## src/rtl/hs_upload_pkg.sv

```systemverilog
// Shared types and helpers for the hiscore/NVRAM upload path.
//   state_t      : upload FSM states
//   IOCTL_ADDR_W : width of the HPS ioctl byte address
//   cnt_w()      : width of a counter that has to hold the value max_count
package hs_upload_pkg;

  typedef enum logic [1:0] {
    ST_IDLE,
    ST_PAUSE,
    ST_READY,
    ST_FETCH
  } state_t;

  localparam int IOCTL_ADDR_W = 25;

  function automatic int cnt_w(input int max_count);
    return (max_count < 1) ? 1 : $clog2(max_count + 1);
  endfunction

endpackage

```

## src/rtl/hs_ram_uploader_if.sv

```systemverilog
// HPS ioctl upload bus as seen by the hiscore uploader.
//   master : hps_io side (drives select/upload/read strobe/address)
//   slave  : uploader side (returns data, wait stall and the autosave request)
interface hs_ram_uploader_if;
  import hs_upload_pkg::*;

  logic                    upload_en;
  logic                    ioctl_upload;
  logic                    ioctl_rd;
  logic [IOCTL_ADDR_W-1:0] ioctl_addr;
  logic [7:0]              ioctl_din;
  logic                    ioctl_wait;
  logic                    ioctl_upload_req;

  modport master (
    output upload_en, ioctl_upload, ioctl_rd, ioctl_addr,
    input  ioctl_din, ioctl_wait, ioctl_upload_req
  );

  modport slave (
    input  upload_en, ioctl_upload, ioctl_rd, ioctl_addr,
    output ioctl_din, ioctl_wait, ioctl_upload_req
  );
endinterface

```

## src/rtl/hs_dirty_tracker.sv

```systemverilog
// Remembers whether the game has written into the saved RAM region since the
// last complete upload, and asks HPS for an autosave when the OSD opens.
// Ports:
//   clk_sys, reset         : system clock, synchronous active-high reset
//   game_we, game_addr     : game CPU RAM write strobe and address
//   clear                  : a complete upload just finished
//   autosave, osd_status   : autosave option, OSD open level
//   idle                   : uploader FSM is idle
//   upload_req             : one-cycle autosave request to HPS
module hs_dirty_tracker #(
  parameter int                ADDR_W    = 16,
  parameter logic [ADDR_W-1:0] BASE_ADDR = '0,
  parameter int                LENGTH    = 64
) (
  input  logic              clk_sys,
  input  logic              reset,
  input  logic              game_we,
  input  logic [ADDR_W-1:0] game_addr,
  input  logic              clear,
  input  logic              autosave,
  input  logic              osd_status,
  input  logic              idle,
  output logic              upload_req
);

  localparam logic [ADDR_W:0] REGION_LEN = (ADDR_W+1)'(LENGTH);

  logic            dirty;
  logic            osd_prev;
  logic [ADDR_W:0] offset;
  logic            in_region;

  // One extra bit keeps the region end from wrapping. An address below the
  // base underflows to at least 2**ADDR_W, which is never below LENGTH, so a
  // single compare covers both region bounds.
  assign offset    = {1'b0, game_addr} - {1'b0, BASE_ADDR};
  assign in_region = (offset < REGION_LEN);

  // A game write in the same cycle as the upload completes keeps the flag set,
  // because that byte may have missed the snapshot.
  always_ff @(posedge clk_sys) begin
    if (reset) begin
      dirty      <= 1'b0;
      osd_prev   <= 1'b0;
      upload_req <= 1'b0;
    end else begin
      osd_prev   <= osd_status;
      upload_req <= osd_status & ~osd_prev & autosave & dirty & idle;
      if (game_we && in_region) begin
        dirty <= 1'b1;
      end else if (clear) begin
        dirty <= 1'b0;
      end
    end
  end

endmodule

```

## src/rtl/hs_ram_uploader.sv

```systemverilog
// Read side of the hiscore/NVRAM path. Serves HPS upload byte requests by
// reading game RAM, stalling HPS with ioctl_wait, and keeps the CPU paused for
// the whole upload so the snapshot is consistent.
// Ports:
//   clk_sys, reset      : system clock, synchronous active-high reset
//   io (slave)          : HPS ioctl upload bus
//   autosave, osd_status: autosave option, OSD open level
//   pause_req / paused  : CPU pause request and confirmation
//   ram_addr/ram_rd/ram_q: game RAM read port (data RAM_LAT cycles after ram_rd)
//   game_we, game_addr  : game CPU writes, watched for dirtiness
module hs_ram_uploader #(
  parameter int                ADDR_W    = 16,
  parameter logic [ADDR_W-1:0] BASE_ADDR = '0,
  parameter int                LENGTH    = 64,
  parameter int                RAM_LAT   = 1,
  parameter int                SETTLE    = 16
) (
  input  logic              clk_sys,
  input  logic              reset,
  hs_ram_uploader_if.slave  io,
  input  logic              autosave,
  input  logic              osd_status,
  output logic              pause_req,
  input  logic              paused,
  output logic [ADDR_W-1:0] ram_addr,
  output logic              ram_rd,
  input  logic [7:0]        ram_q,
  input  logic              game_we,
  input  logic [ADDR_W-1:0] game_addr
);
  import hs_upload_pkg::*;

  localparam int SET_W = cnt_w(SETTLE);
  localparam int LAT_W = cnt_w(RAM_LAT);

  state_t                  state, state_nxt;
  logic                    act;
  logic [SET_W-1:0]        settle_cnt;
  logic [LAT_W-1:0]        lat_cnt;
  logic                    pending;
  logic [IOCTL_ADDR_W-1:0] pend_addr;
  logic [IOCTL_ADDR_W-1:0] req_addr;
  logic                    req_valid;
  logic                    req_in_range;
  logic                    settle_done;
  logic                    fetch_done;
  logic                    fetch_last;
  logic                    served_last;
  logic                    capture_pending;
  logic                    start_fetch;
  logic                    null_read;
  logic                    finish_fetch;
  logic                    clear_dirty;

  assign act          = io.upload_en & io.ioctl_upload;
  // A request held from PAUSE takes precedence; HPS is stalled meanwhile.
  assign req_valid    = io.ioctl_rd | pending;
  assign req_addr     = pending ? pend_addr : io.ioctl_addr;
  assign req_in_range = (32'(req_addr) < 32'(LENGTH));
  // SETTLE counts paused cycles; the last one is the cycle that moves to READY.
  assign settle_done  = paused && (settle_cnt == SET_W'(SETTLE - 1));
  assign fetch_done   = (lat_cnt == LAT_W'(RAM_LAT));

  always_ff @(posedge clk_sys) begin
    if (reset) begin
      state <= ST_IDLE;
    end else begin
      state <= state_nxt;
    end
  end

  always_comb begin
    state_nxt = state;
    if (!act) begin
      state_nxt = ST_IDLE;
    end else begin
      case (state)
        ST_IDLE:  state_nxt = ST_PAUSE;
        ST_PAUSE: if (settle_done) state_nxt = ST_READY;
        ST_READY: if (req_valid && req_in_range) state_nxt = ST_FETCH;
        ST_FETCH: if (fetch_done) state_nxt = ST_READY;
        default:  state_nxt = ST_IDLE;
      endcase
    end
  end

  always_comb begin
    pause_req       = (state != ST_IDLE);
    capture_pending = 1'b0;
    start_fetch     = 1'b0;
    null_read       = 1'b0;
    finish_fetch    = 1'b0;
    clear_dirty     = 1'b0;
    if (act) begin
      case (state)
        ST_PAUSE: capture_pending = io.ioctl_rd;
        ST_READY: begin
          start_fetch = req_valid & req_in_range;
          null_read   = req_valid & ~req_in_range;
        end
        ST_FETCH: finish_fetch = fetch_done;
        default:  ;
      endcase
    end else begin
      clear_dirty = served_last;
    end
  end

  // Dropping the upload abandons any request in flight but leaves ioctl_din
  // alone, so HPS never sees a half-updated byte.
  always_ff @(posedge clk_sys) begin
    if (reset) begin
      settle_cnt    <= '0;
      lat_cnt       <= '0;
      pending       <= 1'b0;
      pend_addr     <= '0;
      fetch_last    <= 1'b0;
      served_last   <= 1'b0;
      ram_addr      <= '0;
      ram_rd        <= 1'b0;
      io.ioctl_din  <= 8'h00;
      io.ioctl_wait <= 1'b0;
    end else begin
      ram_rd <= start_fetch;

      if (act && state == ST_PAUSE && paused && !settle_done) begin
        settle_cnt <= settle_cnt + SET_W'(1);
      end else begin
        settle_cnt <= '0;
      end

      if (act && state == ST_FETCH && !fetch_done) begin
        lat_cnt <= lat_cnt + LAT_W'(1);
      end else begin
        lat_cnt <= '0;
      end

      if (!act) begin
        pending       <= 1'b0;
        served_last   <= 1'b0;
        io.ioctl_wait <= 1'b0;
      end else begin
        if (capture_pending) begin
          pending       <= 1'b1;
          pend_addr     <= io.ioctl_addr;
          io.ioctl_wait <= 1'b1;
        end
        if (start_fetch) begin
          pending       <= 1'b0;
          ram_addr      <= BASE_ADDR + req_addr[ADDR_W-1:0];
          fetch_last    <= (32'(req_addr) == 32'(LENGTH - 1));
          io.ioctl_wait <= 1'b1;
        end
        if (null_read) begin
          pending       <= 1'b0;
          io.ioctl_din  <= 8'h00;
          io.ioctl_wait <= 1'b0;
        end
        if (finish_fetch) begin
          io.ioctl_din  <= ram_q;
          io.ioctl_wait <= 1'b0;
          if (fetch_last) served_last <= 1'b1;
        end
      end
    end
  end

  hs_dirty_tracker #(
    .ADDR_W    (ADDR_W),
    .BASE_ADDR (BASE_ADDR),
    .LENGTH    (LENGTH)
  ) u_dirty (
    .clk_sys    (clk_sys),
    .reset      (reset),
    .game_we    (game_we),
    .game_addr  (game_addr),
    .clear      (clear_dirty),
    .autosave   (autosave),
    .osd_status (osd_status),
    .idle       (state == ST_IDLE),
    .upload_req (io.ioctl_upload_req)
  );

endmodule

```

## src/flat_wrapper.sv

```systemverilog
// flat-port wrapper written by rule: the top's interface ports become plain ports
module hs_ram_uploader_flat import hs_upload_pkg::*;
#(
  parameter int                ADDR_W    = 16,
  parameter logic [ADDR_W-1:0] BASE_ADDR = '0,
  parameter int                LENGTH    = 64,
  parameter int                RAM_LAT   = 1,
  parameter int                SETTLE    = 16
)
  (clk_sys, reset, autosave, osd_status, pause_req, paused, ram_addr, ram_rd, ram_q, game_we, game_addr, io_upload_en, io_ioctl_upload, io_ioctl_rd, io_ioctl_addr, io_ioctl_din, io_ioctl_wait, io_ioctl_upload_req);
  hs_ram_uploader_if io_i ();
  input  logic clk_sys;
  input  logic reset;
  input  logic autosave;
  input  logic osd_status;
  output logic pause_req;
  input  logic paused;
  output logic [ADDR_W-1:0] ram_addr;
  output logic ram_rd;
  input  logic [7:0] ram_q;
  input  logic game_we;
  input  logic [ADDR_W-1:0] game_addr;
  input wire logic [$bits(io_i.upload_en)-1:0] io_upload_en;
  input wire logic [$bits(io_i.ioctl_upload)-1:0] io_ioctl_upload;
  input wire logic [$bits(io_i.ioctl_rd)-1:0] io_ioctl_rd;
  input wire logic [$bits(io_i.ioctl_addr)-1:0] io_ioctl_addr;
  output wire logic [$bits(io_i.ioctl_din)-1:0] io_ioctl_din;
  output wire logic [$bits(io_i.ioctl_wait)-1:0] io_ioctl_wait;
  output wire logic [$bits(io_i.ioctl_upload_req)-1:0] io_ioctl_upload_req;
  assign io_i.upload_en = io_upload_en;
  assign io_i.ioctl_upload = io_ioctl_upload;
  assign io_i.ioctl_rd = io_ioctl_rd;
  assign io_i.ioctl_addr = io_ioctl_addr;
  assign io_ioctl_din = io_i.ioctl_din;
  assign io_ioctl_wait = io_i.ioctl_wait;
  assign io_ioctl_upload_req = io_i.ioctl_upload_req;
  hs_ram_uploader #(.ADDR_W(ADDR_W), .BASE_ADDR(BASE_ADDR), .LENGTH(LENGTH), .RAM_LAT(RAM_LAT), .SETTLE(SETTLE)) u_core (.clk_sys(clk_sys), .reset(reset), .io(io_i), .autosave(autosave), .osd_status(osd_status), .pause_req(pause_req), .paused(paused), .ram_addr(ram_addr), .ram_rd(ram_rd), .ram_q(ram_q), .game_we(game_we), .game_addr(game_addr));
endmodule
```

## config.mk

```make
export PLATFORM = sky130hd
export DESIGN_NAME = hs_ram_uploader_flat
export DESIGN_NICKNAME = d
export VERILOG_FILES = /design/src/rtl/hs_upload_pkg.sv /design/src/rtl/hs_ram_uploader_if.sv /design/src/rtl/hs_dirty_tracker.sv /design/src/rtl/hs_ram_uploader.sv /design/src/flat_wrapper.sv
export SDC_FILE = /design/constraint.sdc
export NUM_CORES = 1
export LEC_CHECK = 0
export BUFFER_PORTS_ARGS = -buffer_cell sky130_fd_sc_hd__buf_2
export CAP_MARGIN = 20
export CORE_MARGIN = 4
export CORE_UTILIZATION = 44
export CTS_CLUSTER_DIAMETER = 120
export DETAILED_ROUTE_END_ITERATION = 10
export PLACE_DENSITY = 0.75
export RECOVER_POWER = 50
export SLEW_MARGIN = 10
export SYNTH_ARGS = -nofsm -noshare
export SYNTH_HDL_FRONTEND = slang
export SYNTH_SLANG_ARGS = --single-unit
```

## constraint.sdc

```tcl
create_clock -name clk_sys -period 1.7 [get_ports clk_sys]
set_input_delay 0.17 -clock clk_sys [delete_from_list [all_inputs] [get_ports clk_sys]]
set_output_delay 0.17 -clock clk_sys [all_outputs]
set_load 0.1 [all_outputs]
```

== Yosys cells after proc, flatten, opt, wreduce, memory -nomap -nowiden ==
Cells that the tools add are included.
Cells by class
  add/subtract/negate cells: 2
  multiply operators: 0
  div/mod/pow operators: 0
  order comparisons: 2
  equal/unequal tests: 8
  shifts and indexed selects: 0
  multiplexer cells: 20
  bitwise gates (word level): 13
  reduce and logical (&&, ||, !) cells: 25
Operators by type and width (number)
  25-bit by 6-bit == test with 1-bit output (second input constant): 1
  25-bit by 7-bit < comparator with 1-bit output (second input constant): 1
  25-bit 2-to-1 mux: 1
  16-bit by 7-bit < comparator with 1-bit output (second input constant): 1
  8-bit 2-to-1 mux: 2
  1-bit 2-to-1 mux: 13
  1-bit logical AND: 8
  2-bit one-hot mux with 4 select lines: 1
  2-bit AND reduction: 4
  2-bit nonzero test: 4
  4-bit OR reduction: 2
  1-bit bitwise AND: 7
  2-bit 2-to-1 mux: 3
  2-bit by 1-bit inequality test with 1-bit output (second input constant): 3
  2-bit OR reduction: 3
  5-bit by 1-bit adder with 5-bit output (second input constant): 1
  5-bit by 4-bit == test with 1-bit output (second input constant): 1
  1-bit NOT: 5
  2-bit == test (second input constant): 2
  3-bit AND reduction: 1
  2-bit by 1-bit == test with 1-bit output (second input constant): 1
  1-bit zero test: 2
  2-bit zero test: 1
  1-bit adder (second input constant): 1
  1-bit OR: 1
Word-level totals
  register bits after elaboration: 65
  bits in latches: 0
  bits in writable memories: 0
  bits in read-only memories: 0
  input bits: 58
  output and inout bits: 28
  word-level logic and storage cells: 84
  memories: 0

== Depth between registers and ports, before layout ==
Gate-level depths: netlist of run 1.
  depth after elaboration: 8
  gate-level depth with buffers: 7
  depth with buffers taken out: 6

== Modules after synthesis ==
A second synthesis of run 1 with hierarchy kept.
Second synthesis, totals
  cell total of the unflattened synthesis: 277
  area total of the unflattened synthesis: 2531.2 µm²
Modules (own cells, without submodules)
  hs_ram_uploader: instances 1, cells an instance 266, area each 2396.0 µm², seq. area each 1241.2 µm²
  hs_dirty_tracker: instances 1, cells an instance 11, area each 135.1 µm², seq. area each 60.1 µm²

== Worst setup path after synthesis of run 1 ==
Ideal clock, no wire load.
  path type: register to register
  start: register u_core.pending
  end: register u_core.ram_addr[4]
  library setup time: 0.080 ns
  data arrival time: 1.694 ns
  data required time: 1.620 ns
  setup slack: -0.074 ns
  cell stages (with the launch flop): 8
  path buffers: 3
  clock period less this slack: 1.774 ns
  cells stage by stage: dfxtp_1 -> buf_6 -> buf_6 -> nand3b_1 -> a2111oi_4 -> buf_6 -> nor2_1 -> a211oi_2
Between the ends
  longest elaborated chain between the ends: 6
  elaborated cells on any way between the ends: 7
  classes of those cells: order compare: 1; mux: 3; bitwise: 2; reduce/logical: 1
Ends and longest elaborated chain
  from (decl): RTL line hs_ram_uploader.sv:40  | logic pending;
  from (signal assigned): RTL line hs_ram_uploader.sv:115  | pending <= 1'b0;
  from (signal assigned): RTL line hs_ram_uploader.sv:139  | pending <= 1'b0;
  from (signal assigned): RTL line hs_ram_uploader.sv:144  | pending <= 1'b1;
  25-bit 2-to-1 mux: RTL line hs_ram_uploader.sv:58  | assign req_addr = pending ? pend_addr : io.ioctl_addr;
  25-bit by 7-bit < comparator with 1-bit output: RTL line hs_ram_uploader.sv:59  | assign req_in_range = (32'(req_addr) < 32'(LENGTH));
  1-bit bitwise AND: RTL line hs_ram_uploader.sv:98  | start_fetch = req_valid & req_in_range;
  1-bit 2-to-1 mux: RTL line hs_ram_uploader.sv:95  | case (state)
  1-bit 2-to-1 mux: RTL line hs_ram_uploader.sv:94  | if (act) begin
  2-bit AND reduction (no line)
  to (signal assigned): RTL line hs_ram_uploader.sv:150  | ram_addr <= BASE_ADDR + req_addr[ADDR_W-1:0];
  to (decl): RTL line hs_ram_uploader.sv:25  | output logic [ADDR_W-1:0] ram_addr,
Several ways; a longest one is shown, not always the timed one.
A chain may end at the register's enable or synchronous reset.

== Worst setup path after layout of run 1 ==
  start: register u_core.pending
  end: register u_core.ram_addr[5]
The elaborated chain is that of the path after synthesis.

==> results.md, run 1 <==
- Fin worst setup slack: -86.3 ps
- Synthesis Warnings: 0
- Hold Slack: 47.0 ps
- Final wirelength: 6.05 mm
- Final Util: 0.661
- Final Critical Period: 1790 ps
- Final cell count without fillers: 450
- Synthesized area per cell: 9.06 um2
- # placed instances: 426
- Crit path required time: 1960 ps
- Outcome: finished with violations
- Fin. Hold Viols: 0
- Wire length of the first global-routing pass: 9.43 mm
- Diode count: 0
- Psw: 0.000681 W
- FF-to-FF End: u_core.ram_addr[5]
- CP max-delay cell: dfxtp_4
- Failing checks: setup timing
- Starting DRT DRC Count: 152
- Pins Over Slew Limit: 0
- Average wire per standard cell: 13.4 um
- Ys async rst share: 0
- Clock Pin Slew Worst Setup and Hold Paths: 70 ps
- Via count: 2323
- Routability cong.: 0.905
- Crit share post-route: 1.05
- All-Layer GR Usage: 0.185
- Die ar.: 6820 um2
- Worst setup EP type: flip-flop
- Root buffer cell: clkbuf_8
- Flop pwr share: 0.449
- Pin count of the biggest net entering global routing: 26
- Commonest cells in the synthesized netlist: dfxtp_1, nand2_1, a21oi_1
- Skew final: 7.99 ps
- Pint: 0.00273 W
- DIE WIDTH: 82.6 um
- Htree depth: 3
- Slew @ Worst Pin: 545 ps
- Synth unique cells: 36
- Worst-path fanout max: 8
- Switching part of the total: 0.199
- Place WS: -300 ps
- Crit path cell chain: nor4b_4 -> o22ai_2 -> buf_6 -> a2111oi_4 -> buf_12 -> buf_8 -> nor2_2 -> a211oi_2
- Synthesized netlist cell count: 270
- TritonCTS sink count: 65
- Clock power share: 0.501
- Post-Syn Area: 2450 um2
- Via/cell ratio: 5.16
- Register bit total from synthesis: 65
- Clock buffer depth: 2
- Pre-antenna DRT Iters: 4
- Worst hold endpoint: u_core.io.ioctl_din[5]
- CORE AREA: 5240 um2
- Most common cell in the netlist: dfxtp_1
- Yosys top cell area share: 0.532
- FP Rows: 26
- Fin nets: 435
- Post-synthesis sequential area ratio: 0.532
- RSZ-0062 raised after global routing: yes
- Worst R2R Path Depth: 8
- Comb power frac: 0.050
- Post-route setup TNS: -927 ps
- EDFF count, synth: 0
- Maxcap violations: 0
- Global route overflow: 0
- Crit Reg-Reg Startpoint: u_core.pending
- Worst vdd ir: 0.594 mV
- Worst hold path depth: 2
- Slew margin rel.: 0.638
- Vias in the first global route: 2158
- Total CTS buffers: 9
- Final Setup Violations: 18
- Area Overhead vs Synth: 41.5%
- Cell leakage power: 1.42 nW
- Setup CP Type: reg -> reg
- Main flop type after synthesis: dfxtp_1
- Synth area leaders: dfxtp_1, nand2_1, a21oi_1
- CTS tree: done
- Initial antenna violation count: 0
- Starting Density: 0.467
- Skew-Pair Late Insertion Delay: 330 ps
- Max incr delay on CP: 410 ps
- Max Fclk: 560 MHz
- DIE HEIGHT: 82.6 um
- Hold Path Origin: ram_q[5]
- Worst EP arrival: 2050 ps
- DRC Markers: 0
- Hold_buf cts: 0
- Crit start category: flip-flop
- Cell accounting for the most synthesized area: dfxtp_1
- Worst hold path class: in -> reg
- Share of cells above drive strength 1: 0.384
- Post-route ant nets: 0
- Syn nets: 330
- Post-detail-place hpwl: 4.12 mm
- Power Dens Cells: 986 nW/um2
- R2R setup slack: -90 ps
- Port Buffers: 79
- IO Pins: 86
[worst max path at each step]
stage | start | to | slack, ps | cells after the start
after floorplan | u_core.pend_addr[10] | u_core.ram_addr[4] | 10 | 6
after global placement | u_core.pending | u_core.io.ioctl_din[1] | -290 | 5
after detailed placement | u_core.pending | u_core.io.ioctl_din[4] | -300 | 5
after CTS | u_core.pend_addr[18] | u_core.ram_addr[5] | -90 | 7
after global routing | u_core.pending | u_core.ram_addr[5] | -180 | 8
final | u_core.pending | u_core.ram_addr[5] | -90 | 8
[cell type report]
type | instances | area (um2)
clock buffers | 9 | 124
multi-input cells | 189 | 1160
fillers | 430 | 1780
repair buffers | 105 | 623
well taps | 70 | 87.6
clock inverters | 7 | 143
flip-flops and latches | 65 | 1310
inverters | 5 | 18.8
[sequential cells by signal, summed over array words and instances, names as in the netlist, 2 cells and up]
name,cells
u_core.pend_addr,25
u_core.ram_addr,16
u_core.io.ioctl_din,8
u_core.settle_cnt,5
u_core.state,2
[critical path: cells and delay by family (launching register included)]
kind / cells / cell delay [ps]
compound gates: 3 / 610
buf+inv: 3 / 430
flops: 1 / 410
simple gates: 2 / 260
[cells in the final DEF (no fill, tap or decap), drive strengths merged, types with 2 or more instances in the layout]
cell type  count
a211oi         7
a21oi         29
a22o           8
and2          10
and3           3
buf           78
bufinv         4
clkbuf        36
clkinv         3
dfxtp         65
ha             2
inv            5
mux2i          5
nand2         57
nand2b         2
nand3          5
nand3b         2
nand4          4
nor2          19
nor2b          2
nor3           4
nor3b          2
nor4           9
nor4b          2
o21ai          4
o22ai          2
[repair_timing]
action / 4_1_cts / 5_1_grt
setup endpoints to repair: 28 / 27
gates resized for setup: 22 / 8
pin swaps: 20 / 2
buffers inserted: 7 / 1
[per-layer routing]
metal | vias up | GRT usage | share of wire
met5 | - | 0 | 0
met4 | 0 | 0.0931 | 0.021
met3 | 11 | 0.0499 | 0.069
met2 | 81 | 0.308 | 0.49
met1 | 1079 | 0.217 | 0.42
li1 | 1152 | - | -
[logic make-up after synthesis]
logic type | after synthesis | share of synthesized area
AOI/OAI and AO/OA | 57 | 0.159
xor gates and xnor gates | 2 | 0.00716
adders and majority gates | 2 | 0.0102
buffers and inverters | 16 | 0.0338
DFF | 65 | 0.532
muxes | 5 | 0.0205
and+or+nand+nor | 123 | 0.237
[power groups by stage]
stage	clock, W	sequential (W)	combinational, W
after global placement	0	0.00157	0.000158
after floorplan	0	0.00157	0.0000595
after global routing	0.00181	0.00153	0.000189
final	0.00171	0.00153	0.000171
after detailed placement	0	0.00157	0.000159
after CTS	0.00173	0.00153	0.000171
[stage by stage]
| step | power (W) | instance area (um2) |
|---|---|---|
| floorplan | 0.00163 | 2450 |
| global placement | 0.00173 | 3030 |
| detailed placement | 0.00173 | 3030 |
| CTS | 0.00344 | 3440 |
| global route | 0.00353 | 3460 |
| finish | 0.00341 | 3460 |
Note: power is estimated with default switching activity, not from simulation.
==> run 2, diff against run 1 <==
--- a/config.mk
+++ b/config.mk
@@ -7,11 +7,13 @@
 export LEC_CHECK = 0
 export BUFFER_PORTS_ARGS = -buffer_cell sky130_fd_sc_hd__buf_2
 export CAP_MARGIN = 20
+export CELL_PAD_IN_SITES_DETAIL_PLACEMENT = 1
+export CELL_PAD_IN_SITES_GLOBAL_PLACEMENT = 1
 export CORE_MARGIN = 4
-export CORE_UTILIZATION = 44
+export CORE_UTILIZATION = 32
 export CTS_CLUSTER_DIAMETER = 120
 export DETAILED_ROUTE_END_ITERATION = 10
-export PLACE_DENSITY = 0.75
+export PLACE_DENSITY_LB_ADDON = 0.1
 export RECOVER_POWER = 50
 export SLEW_MARGIN = 10
 export SYNTH_ARGS = -nofsm -noshare
==> run 2 against run 1 <==
The flow still finishes with violations (setup timing). Wire length rose by 15%. Combinational power rose by 8%. Fmax rose by 2.7%. Clock skew fell by 1.3 ps. Critical path type unchanged. Largest power group is now registers.
==> results.md, run 2 (same netlist as run 1, synthesis figures left out) <==
- Outcome: finished with violations
- Failing checks: setup timing
- Final wirelength: 6.93 mm
- Worst vdd ir: 0.470 mV
- DRC Markers: 0
- Power Dens Cells: 859 nW/um2
- Global route overflow: 0
- Comb power frac: 0.060
- Hold Slack: 36.0 ps
- Clock power share: 0.437
- Worst hold path class: in -> reg
- Worst-path fanout max: 6
- Psw: 0.000748 W
- Final Critical Period: 1740 ps
- Multi-input gate area: 1240 um2
- Storage cell area: 1310 um2
- Initial antenna violation count: 0
- Setup CP Type: reg -> reg
- Wire length of the first global-routing pass: 11.2 mm
- Area Overhead vs Synth: 45.2%
- CORE AREA: 7330 um2
- Flop pwr share: 0.502
- Skew-Pair Late Insertion Delay: 340 ps
- Slew margin rel.: 0.665
- Average wire per standard cell: 14.3 um
- Design Area, Final: 3550 um2
- Final Setup Violations: 10
- Clock buffer depth: 2
- Starting Density: 0.334
- Post-detail-place hpwl: 5.02 mm
- Worst path top cell family by delay: buffers and inverters
- Routability cong.: 0.784
- WL met2: 3.32 mm
- FP Rows: 31
- Worst EP arrival: 1940 ps
- Pre-antenna DRT Iters: 4
- Die ar.: 9110 um2
- Cell leakage power: 1.47 nW
- Pin count of the biggest net entering global routing: 26
- Crit path required time: 1900 ps
- Place WS: -474 ps
- Hold_buf cts: 0
- DIE WIDTH: 95.4 um
- R2R setup slack: -40 ps
- Htree depth: 3
- Fin. Hold Viols: 0
- DIE HEIGHT: 95.4 um
- Clock Pin Slew Worst Setup and Hold Paths: 80 ps
- All-Layer GR Usage: 0.158
- Max Fclk: 575 MHz
- # placed instances: 461
- Max Used Layer: met4
- Maxcap violations: 0
- Worst setup EP type: flip-flop
- RSZ-0062 raised after global routing: yes
- CTS tree: done
- Most frequent cells in the layout: buf_2, dfxtp_1, nand2_1
- CP max-delay cell: dfxtp_2
- DR WL met3: 270 um
- Worst path bufs/invs: 4
- Largest Register: u_core.pend_addr
- Max incr delay on CP: 340 ps
- Filler cells: 898
- Commonest non-fill, non-tap cell in the layout: buf_2
- Skew final: 6.66 ps
- Biggest regs: u_core.pend_addr x25, u_core.ram_addr x16, u_core.io.ioctl_din x8
- Total CTS buffers: 9
- Number of flip-flops in the largest register: 25
- IO Pins: 86
- Crit share post-route: 1.02
- Total Power: 0.00305 W
- Share of cells above drive strength 1: 0.421
- Port Buffers: 79
- Pins Over Slew Limit: 0
- Fin nets: 442
- Placed inst area: 3090 um2
- Fin worst setup slack: -40.2 ps
- Switching part of the total: 0.245
- Diode count: 0
- Crit path cell chain: nor4_2 -> buf_4 -> nand3_4 -> a2111oi_4 -> buf_6 -> buf_6 -> buf_4 -> a211oi_2
- Via/cell ratio: 4.78
- Via count: 2324
- WL met1: 3.24 mm
- Final cell count without fillers: 486
- TritonCTS sink count: 65
- Root buffer cell: clkbuf_8
- Post-route ant nets: 0
- Pint: 0.00230 W
- Slew @ Worst Pin: 506 ps
- Crit start category: flip-flop
- Vias in the first global route: 2368
- Starting DRT DRC Count: 79
==> run 2: changes by cell type in the layout (fill, tap and decap cells not counted), moves of 3 or more <==
cell / delta
buf_2: +26
bufinv_16: -3
a211oi_1: -3
buf_4: +7
clkbuf_2: -26
==> run 2: worst register-to-register path, cell delays in order, from the launching register on <==
cell and delay (ps):
dfxtp_2 340, nor4_2 260, buf_4 150, nand3_4 70, a2111oi_4 300, buf_6 180
buf_6 130, buf_4 120, a211oi_2 60
==> run 2: stage by stage <==
stage               setup TNS (ps)   util
floorplan                        0      -
global placement             -5210  0.422
detailed placement           -8700  0.422
CTS                           -234  0.471
global route                 -2410  0.484
finish                        -238  0.484
==> run 2: repair_timing <==
action / in CTS / in global routing
hold endpoints to repair: 0 / 0
setup endpoints to repair: 28 / 27
pin swaps: 9 / 20
gates resized for setup: 26 / 18
cloned: 1 / 1
buffers inserted: 4 / 4
==> run 2: worst paths after layout <==
kind | start | endpoint | cells after the start
max reg2reg | u_core.pend_addr[18] | u_core.ram_addr[2] | 8
min reg2reg | u_core.ram_addr[11] | u_core.ram_addr[11] | 1
min | ram_q[4] | u_core.io.ioctl_din[4] | 2
max | u_core.pend_addr[18] | u_core.ram_addr[2] | 8
==> run 2: area by class of cell <==
type / count / area share
Inverter: 5 / 0.00529
Multi-Input combinational cell: 190 / 0.349
Timing Repair Buffer: 111 / 0.186
Sequential cell: 65 / 0.369
Clock inverter: 7 / 0.0218
Tap cell: 99 / 0.0349
Clock buffer: 9 / 0.0349
==> run 2: per-layer routing <==
layer	vias to the layer above	global-route usage
met1	1097	0.207
met5	-	0
met4	0	0.0782
met2	48	0.248
met3	9	0.0324
li1	1170	-
==> run 2: power by group through the flow <==
stage / clock network, W / registers, W / logic (W)
6_report: 0.00133 / 0.00153 / 0.000184
5_1_grt: 0.00145 / 0.00153 / 0.000204
4_1_cts: 0.00138 / 0.00153 / 0.000183
3_5_place_dp: 0 / 0.00157 / 0.000172
3_3_place_gp: 0 / 0.00157 / 0.000170
2_1_floorplan: 0 / 0.00157 / 0.0000595
==> run 3, diff against run 2 <==
--- a/config.mk
+++ b/config.mk
@@ -13,7 +13,8 @@
 export CORE_UTILIZATION = 32
 export CTS_CLUSTER_DIAMETER = 120
 export DETAILED_ROUTE_END_ITERATION = 10
-export PLACE_DENSITY_LB_ADDON = 0.1
+export GPL_ROUTABILITY_DRIVEN = 0
+export PLACE_DENSITY = 0.78
 export RECOVER_POWER = 50
 export SLEW_MARGIN = 10
 export SYNTH_ARGS = -nofsm -noshare
==> run 3 against run 2 <==
The run still ends with setup timing left. Wire length rose by 12%. Cell area fell by 1.3%. Combinational power barely moved. Clock skew fell by 0.51 ps. Via count rose by 3.8%. Largest cell class unchanged.
==> results.md, run 3 (same netlist as run 1, synthesis figures left out) <==
- Area Overhead vs Synth: 43.3%
- Power Dens Cells: 864 nW/um2
- Biggest regs: u_core.pend_addr x25, u_core.ram_addr x16, u_core.io.ioctl_din x8
- Worst hold path depth: 2
- Htree depth: 3
- GRT Max-Usage Layer: met2
- Max Fclk: 551 MHz
- Outcome: finished with violations
- Final Critical Period: 1820 ps
- Crit start category: flip-flop
- Vias in the first global route: 2491
- Fin worst setup slack: -115 ps
- Post-detail-place hpwl: 5.29 mm
- Wire length of the first global-routing pass: 11.8 mm
- Commonest non-fill, non-tap cell in the layout: dfxtp_1
- Final wirelength: 7.77 mm
- Grt met1 use: 0.184
- DIE HEIGHT: 95.4 um
- Failing checks: setup timing
- Fin. Hold Viols: 0
- Pin count of the biggest net entering global routing: 26
- Crit share post-route: 1.07
- Crit path required time: 1920 ps
- # placed instances: 460
- Clock buffer depth: 2
- Most frequent cells in the layout: dfxtp_1, nand2_1, buf_2
- Via/cell ratio: 4.97
- DIE WIDTH: 95.4 um
- Initial antenna violation count: 0
- CTS tree: done
- Largest Register: u_core.pend_addr
- IO Pins: 86
- Pins Over Slew Limit: 0
- Final cell count without fillers: 485
- Post-route ant nets: 0
- Cell leakage power: 1.42 nW
- FP Rows: 31
- Worst EP arrival: 2040 ps
- Maxcap violations: 0
- Number of flip-flops in the largest register: 25
- Worst vdd ir: 0.371 mV
- Skew final: 6.15 ps
- Setup CP Type: reg -> reg
- DRC Markers: 0
- Starting DRT DRC Count: 112
- Total CTS buffers: 9
- TritonCTS sink count: 65
- Worst-path fanout max: 8
- Worst R2R Path Depth: 8
- Port Buffers: 79
- Skew-Pair Late Insertion Delay: 340 ps
- Slew margin rel.: 0.630
- Worst setup EP type: flip-flop
- Filler cells: 901
- Pre-antenna DRT Iters: 4
- Diode count: 0
- Global route overflow: 0
- M3 GR Usage: 0.0395
- Die ar.: 9110 um2
- Slew @ Worst Pin: 558 ps
- Share of cells above drive strength 1: 0.404
- All-Layer GR Usage: 0.170
- Final Setup Violations: 30
- Fin nets: 441
- Via count: 2412
- Starting Density: 0.334
- Root buffer cell: clkbuf_8
- Worst hold path class: in -> reg
- CORE AREA: 7330 um2
- GR met2 Demand/Resource: 0.311
- Average wire per standard cell: 16.0 um
- Hold Slack: 33.7 ps
- RSZ-0062 raised after global routing: yes
- Clock Pin Slew Worst Setup and Hold Paths: 80 ps
==> run 3: changes by cell type in the layout (fill, tap and decap cells not counted), moves of 2 or more <==
cell	delta
buf_2	-26
buf_4	-4
buf_6	+2
clkbuf_1	+2
clkbuf_2	+25
clkinvlp_4	+2
dfxtp_1	+2
dfxtp_2	-2
inv_6	-2
nor4_4	-2
==> run 3: per-layer routing <==
layer	wire length (um)	vias to the layer above
met2	4030	65
met3	332	13
li1	-	1168
met1	3260	1166
met5	0	-
met4	149	0
==> run 3: power by group <==
group / switching, W / internal [W] / total [W]
Combinational: 0.000100 / 0.0000824 / 0.000183
Clock: 0.000640 / 0.000674 / 0.00131
Sequential: 0.00000513 / 0.00153 / 0.00153
==> run 3: worst paths after layout <==
path                                           start                     end  slack (ps)
worst max register to register        u_core.pending      u_core.ram_addr[0]        -120
worst min register to register  u_core.settle_cnt[0]    u_core.settle_cnt[0]         460
worst min-delay path                        ram_q[4]  u_core.io.ioctl_din[4]          30
worst max-delay path                  u_core.pending      u_core.ram_addr[0]        -120
==> run 3: critical path: stages (launching register included) <==
cell and delay (ps):
dfxtp_4 410, buf_6 140, nor3b_4 210, a22oi_2 120, a2111oi_4 370, buf_6 190, buf_6 110, buf_6 90
a211oi_2 50
==> run 3: final cells by class <==
| class | count | area, um2 | share of cell area |
|---|---|---|---|
| clock buffer | 9 | 124 | 0.0353 |
| clock inverter | 7 | 71.3 | 0.0203 |
| inverter | 5 | 18.8 | 0.00535 |
| multi-input combinational | 190 | 1210 | 0.344 |
| sequential | 65 | 1310 | 0.373 |
| tap | 99 | 124 | 0.0353 |
| timing repair buffer | 110 | 654 | 0.187 |
==> run 3: stage by stage <==
step                      worst slack [ps]  utilization  TNS (ps)  power, W  instance area (um2)
after floorplan                       11.7            -         0   0.00163                 2450
after global placement                -213        0.421     -4220   0.00173                 3090
after detailed placement              -348        0.421     -6190   0.00174                 3090
after CTS                             -124        0.460     -1810   0.00305                 3370
after global routing                  -239        0.478     -6600   0.00313                 3510
final                                 -115        0.478     -1680   0.00303                 3510
==> run 3: timing repair <==
item	CTS	global route
hold buffers	0	0
resized for setup	15	26
pin swaps	6	21
cloned	0	1
endpoints found under the setup margin	27	28
setup buffers	4	4
